`src/rtl/pipelined_adder_pkg.sv`:
```
// Shared constants and helpers for the pipelined adder.
// Default operand width, legal pipeline depths, and the signed saturation limits.
package pipelined_adder_pkg;

    localparam int DEFAULT_WIDTH  = 32;
    localparam int DEFAULT_STAGES = 2;

    // Pipeline depths the chunked carry chain supports
    localparam int LEGAL_STAGES [3] = '{1, 2, 4};

    // Returns 1 when the requested depth is one of the supported values
    function automatic bit stages_legal(input int stages);
        bit ok;
        ok = 1'b0;
        for (int i = 0; i < 3; i++) begin
            if (LEGAL_STAGES[i] == stages) begin
                ok = 1'b1;
            end
        end
        return ok;
    endfunction

    // Largest positive two's-complement value of the given width, zero-extended to 64 bits
    function automatic logic [63:0] signed_max(input int width);
        logic [63:0] v;
        v = '0;
        for (int i = 0; i < width - 1; i++) begin
            v[i] = 1'b1;
        end
        return v;
    endfunction

    // Most negative two's-complement value of the given width, zero-extended to 64 bits
    function automatic logic [63:0] signed_min(input int width);
        logic [63:0] v;
        v = '0;
        v[width-1] = 1'b1;
        return v;
    endfunction

endpackage

```
`src/rtl/pipelined_adder_chunk.sv`:
```
// One slice of the carry chain: a CW-bit adder with carry in/out.
// Also reports the signed-overflow term for this slice; only the most
// significant slice's term is meaningful for the whole word.
module adder_chunk #(
    parameter int CW = 16
) (
    input  logic [CW-1:0] a,
    input  logic [CW-1:0] b,
    input  logic          cin,
    output logic [CW-1:0] sum,
    output logic          cout,
    output logic          ovf
);

    // Plain ripple add; the extra top bit captures the carry out
    always_comb begin
        {cout, sum} = {1'b0, a} + {1'b0, b} + {{CW{1'b0}}, cin};
        ovf         = (a[CW-1] == b[CW-1]) && (sum[CW-1] != a[CW-1]);
    end

endmodule

```
`src/rtl/pipelined_adder.sv`:
```
// Pipelined add/subtract unit with a valid/ready handshake on both sides.
// The word is split into STAGES chunks; each pipeline stage adds one chunk
// using the carry registered by the previous stage, least significant first.
// Optional feature: define PIPELINED_ADDER_SAT_EN to add the 'sat' input and
// signed saturation of the result on overflow.
module pipelined_adder
    import pipelined_adder_pkg::*;
#(
    parameter int WIDTH  = DEFAULT_WIDTH,
    parameter int STAGES = DEFAULT_STAGES
) (
    input  logic             clk,
    input  logic             rst,
    input  logic [WIDTH-1:0] in1,
    input  logic [WIDTH-1:0] in2,
    input  logic             sub,
`ifdef PIPELINED_ADDER_SAT_EN
    input  logic             sat,
`endif
    input  logic             in_valid,
    output logic             in_ready,
    output logic [WIDTH-1:0] out,
    output logic             carry,
    output logic             ovf,
    output logic             zero,
    output logic             out_valid,
    input  logic             out_ready
);

    localparam int CW = WIDTH / STAGES;

`ifdef PIPELINED_ADDER_SAT_EN
    localparam logic [63:0]      SMAX64 = signed_max(WIDTH);
    localparam logic [63:0]      SMIN64 = signed_min(WIDTH);
    localparam logic [WIDTH-1:0] SMAX   = SMAX64[WIDTH-1:0];
    localparam logic [WIDTH-1:0] SMIN   = SMIN64[WIDTH-1:0];
`endif

    // Per-stage registers: operands travel with the partial sum so that
    // later stages still have the upper chunks they have yet to add.
    logic             valid_q [STAGES];
    logic [WIDTH-1:0] a_q     [STAGES];
    logic [WIDTH-1:0] b_q     [STAGES];
    logic [WIDTH-1:0] sum_q   [STAGES];
    logic             carry_q [STAGES];
    logic             ovf_q;
    logic             zero_q;

    logic             valid_d [STAGES];
    logic [WIDTH-1:0] a_d     [STAGES];
    logic [WIDTH-1:0] b_d     [STAGES];
    logic [WIDTH-1:0] sum_d   [STAGES];
    logic             carry_d [STAGES];
    logic             ovf_d;
    logic             zero_d;

`ifdef PIPELINED_ADDER_SAT_EN
    logic             sat_q   [STAGES];
    logic             sat_d   [STAGES];
`endif

    logic             adv;

    // The whole pipe moves as one; it only stalls when a finished result is not taken
    assign adv       = !valid_q[STAGES-1] || out_ready;
    assign in_ready  = adv;

    assign out       = sum_q[STAGES-1];
    assign carry     = carry_q[STAGES-1];
    assign ovf       = ovf_q;
    assign zero      = zero_q;
    assign out_valid = valid_q[STAGES-1];

    for (genvar k = 0; k < STAGES; k++) begin : g_stage
        logic [WIDTH-1:0] a_in;
        logic [WIDTH-1:0] b_in;
        logic [WIDTH-1:0] sum_in;
        logic [WIDTH-1:0] sum_merged;
        logic             valid_in;
        logic             cin;
        logic [CW-1:0]    chunk_sum;
        logic             chunk_cout;
        logic             chunk_ovf;
`ifdef PIPELINED_ADDER_SAT_EN
        logic             sat_in;
`endif

        if (k == 0) begin : g_first
            // Subtraction is folded in up front as in1 + ~in2 + 1
            assign valid_in = in_valid;
            assign a_in     = in1;
            assign b_in     = sub ? ~in2 : in2;
            assign cin      = sub;
            assign sum_in   = '0;
`ifdef PIPELINED_ADDER_SAT_EN
            assign sat_in   = sat;
`endif
        end else begin : g_next
            assign valid_in = valid_q[k-1];
            assign a_in     = a_q[k-1];
            assign b_in     = b_q[k-1];
            assign cin      = carry_q[k-1];
            assign sum_in   = sum_q[k-1];
`ifdef PIPELINED_ADDER_SAT_EN
            assign sat_in   = sat_q[k-1];
`endif
        end

        adder_chunk #(
            .CW(CW)
        ) u_chunk (
            .a    (a_in[k*CW +: CW]),
            .b    (b_in[k*CW +: CW]),
            .cin  (cin),
            .sum  (chunk_sum),
            .cout (chunk_cout),
            .ovf  (chunk_ovf)
        );

        // Drop this stage's chunk into the partially completed result
        always_comb begin
            sum_merged              = sum_in;
            sum_merged[k*CW +: CW]  = chunk_sum;
        end

        assign valid_d[k] = valid_in;
        assign a_d[k]     = a_in;
        assign b_d[k]     = b_in;
        assign carry_d[k] = chunk_cout;
`ifdef PIPELINED_ADDER_SAT_EN
        assign sat_d[k]   = sat_in;
`endif

        if (k == STAGES - 1) begin : g_last
            logic [WIDTH-1:0] final_sum;
`ifdef PIPELINED_ADDER_SAT_EN
            // Clamp toward the sign of the operands when the signed result wrapped
            always_comb begin
                final_sum = sum_merged;
                if (sat_in && chunk_ovf) begin
                    final_sum = a_in[WIDTH-1] ? SMIN : SMAX;
                end
            end
`else
            assign final_sum = sum_merged;
`endif
            assign sum_d[k] = final_sum;
            assign ovf_d    = chunk_ovf;
            assign zero_d   = (final_sum == '0);
        end else begin : g_mid
            assign sum_d[k] = sum_merged;
        end
    end

    // Pipeline register bank: reset clears everything, otherwise shift on advance
    always_ff @(posedge clk) begin
        if (rst) begin
            for (int k = 0; k < STAGES; k++) begin
                valid_q[k] <= 1'b0;
                a_q[k]     <= '0;
                b_q[k]     <= '0;
                sum_q[k]   <= '0;
                carry_q[k] <= 1'b0;
`ifdef PIPELINED_ADDER_SAT_EN
                sat_q[k]   <= 1'b0;
`endif
            end
            ovf_q  <= 1'b0;
            zero_q <= 1'b0;
        end else if (adv) begin
            for (int k = 0; k < STAGES; k++) begin
                valid_q[k] <= valid_d[k];
                a_q[k]     <= a_d[k];
                b_q[k]     <= b_d[k];
                sum_q[k]   <= sum_d[k];
                carry_q[k] <= carry_d[k];
`ifdef PIPELINED_ADDER_SAT_EN
                sat_q[k]   <= sat_d[k];
`endif
            end
            ovf_q  <= ovf_d;
            zero_q <= zero_d;
        end
    end

endmodule

```
`config.mk`:
```
export PLATFORM = sky130hd
export DESIGN_NAME = pipelined_adder
export DESIGN_NICKNAME = d
export VERILOG_FILES = /design/src/rtl/pipelined_adder_pkg.sv /design/src/rtl/pipelined_adder_chunk.sv /design/src/rtl/pipelined_adder.sv
export SDC_FILE = /design/constraint.sdc
export NUM_CORES = 1
export LEC_CHECK = 0
export CELL_PAD_IN_SITES_DETAIL_PLACEMENT = 1
export CELL_PAD_IN_SITES_GLOBAL_PLACEMENT = 1
export CORE_MARGIN = 8
export CORE_UTILIZATION = 36
export CTS_BUF_LIST = sky130_fd_sc_hd__clkbuf_16
export CTS_CLUSTER_SIZE = 8
export DETAILED_ROUTE_END_ITERATION = 7
export PLACE_DENSITY = 0.87
export RECOVER_POWER = 100
export SETUP_SLACK_MARGIN = 0.05
export SLEW_MARGIN = 20
export SYNTH_ARGS = -nofsm -noshare
export SYNTH_HDL_FRONTEND = slang
export SYNTH_SLANG_ARGS = --single-unit
```
`constraint.sdc`:
```
create_clock -name clk -period 3.6 [get_ports clk]
set_clock_uncertainty 0.1 [all_clocks]
set_input_delay 0.72 -clock clk [delete_from_list [all_inputs] [get_ports clk]]
set_output_delay 0.72 -clock clk [all_outputs]
set_load 0.01 [all_outputs]
```
==> flow_metrics.py <==
metrics = {
    "cells_and_area": {
        "instances_no_fill": 718,
        "syn_to_final_growth_pct": 33.6,
        "n_antenna_cell": 0,
        "nets": 640,
        "num-fill-cells": 1413,
        "drive_above_1_share_pct": 6.64,
    },
    "detailed_routing": {
        "top_layer": "met4",
        "wl_met2_mm": 6.66,
        "routed_via_density": 4.95,
        "drtIter0Drc": 148,
        "route.vias.total": 3554,
        "drt-met1-wl_mm": 5.37,
        "route.met3.wl_um": 521,
        "drt_wl_total_mm": 12.7,
        "drtPass1Iterations": 4,
        "wire_per_inst_um": 17.7,
        "ant_nets": 0,
        "drc": 0,
    },
    "logic_synthesis": {
        "synth.yosys.warnings": 0,
        "synth_fp_nets": 526,
        "ys_top_cells_by_area": "edfxtp_1, ha_1, xnor2_1",
        "ys.flop_type": "edfxtp_1",
        "synth-edff-count": 84,
        "synth_seq_cells": 86,
        "syn_area_per_cell_um2": 11.4,
        "yosysMostFrequentCell": "edfxtp_1",
        "yosysSeqAreaShare_pct": 52.8,
        "yosysTopAreaCell": "edfxtp_1",
        "synth_cell_type_count": 48,
        "synth_cells": 424,
        "syn-cell-area_um2": 4850,
        "synth_common_cells": "edfxtp_1, nor2_1, and2_1, ha_1, xnor2_1",
        "synth_top_cell_area_share_pct": 52.0,
        "synth_async_sr_flop_share_pct": 0,
    },
    "place": {
        "hpwl_mm": 9.86,
        "gp_congestion": 0.839,
        "dp_cells": 703,
        "io_buffer_count": 105,
    },
    "timing": {
        "period_needed_ns": 3.42,
        "tightest_slew_ns": 1.74,
        "relSlewSlack_pct": -15.7,
        "finalSetupTns_ns": 0,
        "fin_crit_sh_pct": 95.0,
        "report.final.setup_viol": 0,
        "rsz0062_at_grt": "false",
        "max_freq_ghz": 0.292,
        "slew_viol_final": 35,
        "hold_viol_final": 0,
    },
    "run": {
        "cap_violations": 1,
    },
    "setup_path": {
        "reg2reg_depth": 10,
        "worstSetupPathType": "input pin to flip-flop",
        "required_ns": 3.60,
        "path_max_fanout": 2,
        "r2r_slack_ns": 0.55,
        "setup.worst_path.start": "in2[0]",
        "rr_startpoint": "carry_q[0][0]",
        "setup.worst_path.end_class": "flip-flop",
        "setup.worst_path.end": "carry_q[0][0]",
        "cp-start-kind": "input pin",
        "crit_arrival_ns": 3.42,
        "reg2reg_to": "zero",
    },
    "clock_network": {
        "cts_setup_buffers": 0,
        "cts-root-buf": "clkbuf_16",
        "insertion_delay_ns": 0.35,
        "clkTransAtPathRegs_ns": 0.07,
        "cts_tree": "done",
        "htreeDepth": 3,
        "numCtsBuffers": 9,
        "cts_buffer_depth": 2,
        "ctsResizeCount": 0,
        "ctsHoldBuffers": 0,
        "numClockSinks": 86,
    },
    "global_routing": {
        "grt_max_degree": 44,
        "first_global_vias": 4035,
        "antenna_found_initial": 0,
        "grtUsageTotal_pct": 15.0,
        "grt_pass1_wl_mm": 20.6,
        "grt_remaining_overflow": 0,
    },
    "hold_path": {
        "hold_depth": 2,
        "hp-class": "flip-flop to flip-flop",
    },
    "power_and_ir_drop": {
        "p_leak_nw": 2.67,
        "ir_drop_mv": 0.261,
        "p_total_mw": 3.08,
        "power.density_nw_per_um2": 474,
    },
    "run_status": {
        "violations": "max-capacitance violations, max-slew violations",
        "outcome": "finished with violations",
    },
    "floorplan": {
        "die_w_um": 132,
        "die_h_um": 132,
        "core-area_um2": 13200,
        "rows": 42,
        "dieArea_um2": 17500,
        "io_pins": 106,
        "start_util_pct": 36.8,
    },
}
## metal layers
metal	global-route usage, %	vias up
met5	0	-
met4	4.72	0
met3	4.19	12
met2	27.3	74
met1	16.4	1725
li1	-	1743
## per-stage QoR
stage / cell area (µm²) / hold WS, ns / util [%] / setup WS (ns)
after floorplan: 4860 / 0.397 / - / 0.171
after global placement: 6190 / 0.396 / 46.9 / -0.165
after detailed placement: 6190 / 0.398 / 46.9 / -0.250
after CTS: 6530 / 0.411 / 49.5 / 0.0969
after global routing: 6490 / 0.430 / 49.2 / 0.0363
final: 6490 / 0.405 / 49.2 / 0.180
## worst min-delay path by stage
stage                  startpoint       endpoint
detailed placement           zero           zero
floorplan           valid_q[0][0]  valid_q[0][1]
global placement              ovf            ovf
global route                 zero           zero
finish                       zero           zero
CTS                          zero           zero
## critical path, stage by stage
cell and delay (ns):
clkdlybuf4s50_1 0.50, mux2_1 0.36, fa_1 0.42, a21o_1 0.20, a21oi_2 0.17, o21bai_1 0.09
a21oi_2 0.18, o21ba_1 0.16, o31ai_1 0.11, o31a_1 0.27, o31a_1 0.24
## cells by family (layout without fill, tap and decap cells)
| group | Yosys count | in the layout | synth area share, % |
|---|---|---|---|
| compound gates | 74 | 74 | 10.7 |
| xor+xnor | 53 | 53 | 9.72 |
| fa+ha+maj | 33 | 33 | 8.97 |
| buf+inv | 29 | 147 | 2.27 |
| flops | 86 | 86 | 52.8 |
| mux | 2 | 2 | 0.438 |
| simple gates | 147 | 147 | 15.1 |
## layout by cell type (no fill, tap or decap), drive strengths merged, types with 4 or more instances in the layout
master	Yosys	layout
nor3	6	6
a31oi	4	4
xnor2	30	30
and2	40	40
nand3	9	9
edfxtp	84	84
ha	30	30
buf	2	11
dlygate4sd3	0	38
nand4	4	4
a21oi	25	25
o21ai	11	11
o2111ai	4	4
clkdlybuf4s50	0	66
clkbuf	12	11
nor4	5	5
nand2	15	15
nor2	52	52
a21o	7	7
or3	4	4
inv	15	15
o21bai	6	6
xor2	23	23
## sequential cells by signal, summed over array words and instances (netlist names)
signal	count
a_q	16
b_q	16
carry_q	2
ovf	1
sum_q	48
valid_q	2
zero	1
## layout make-up
class	instances	area, µm²	area share, %
clock buffer	9	225	3.47
tap	176	220	3.40
sequential	86	2560	39.5
inverter	15	56.3	0.868
timing repair buffer	117	1150	17.8
clock inverter	6	111	1.72
multi-input combinational	309	2160	33.2
## where the power goes
group / switching (mW) / internal [mW]
Combinational: 0.369 / 0.349
Sequential: 0.0486 / 1.24
Clock: 0.393 / 0.674
Total: 0.811 / 2.27
(Power assumes the default switching activity.)
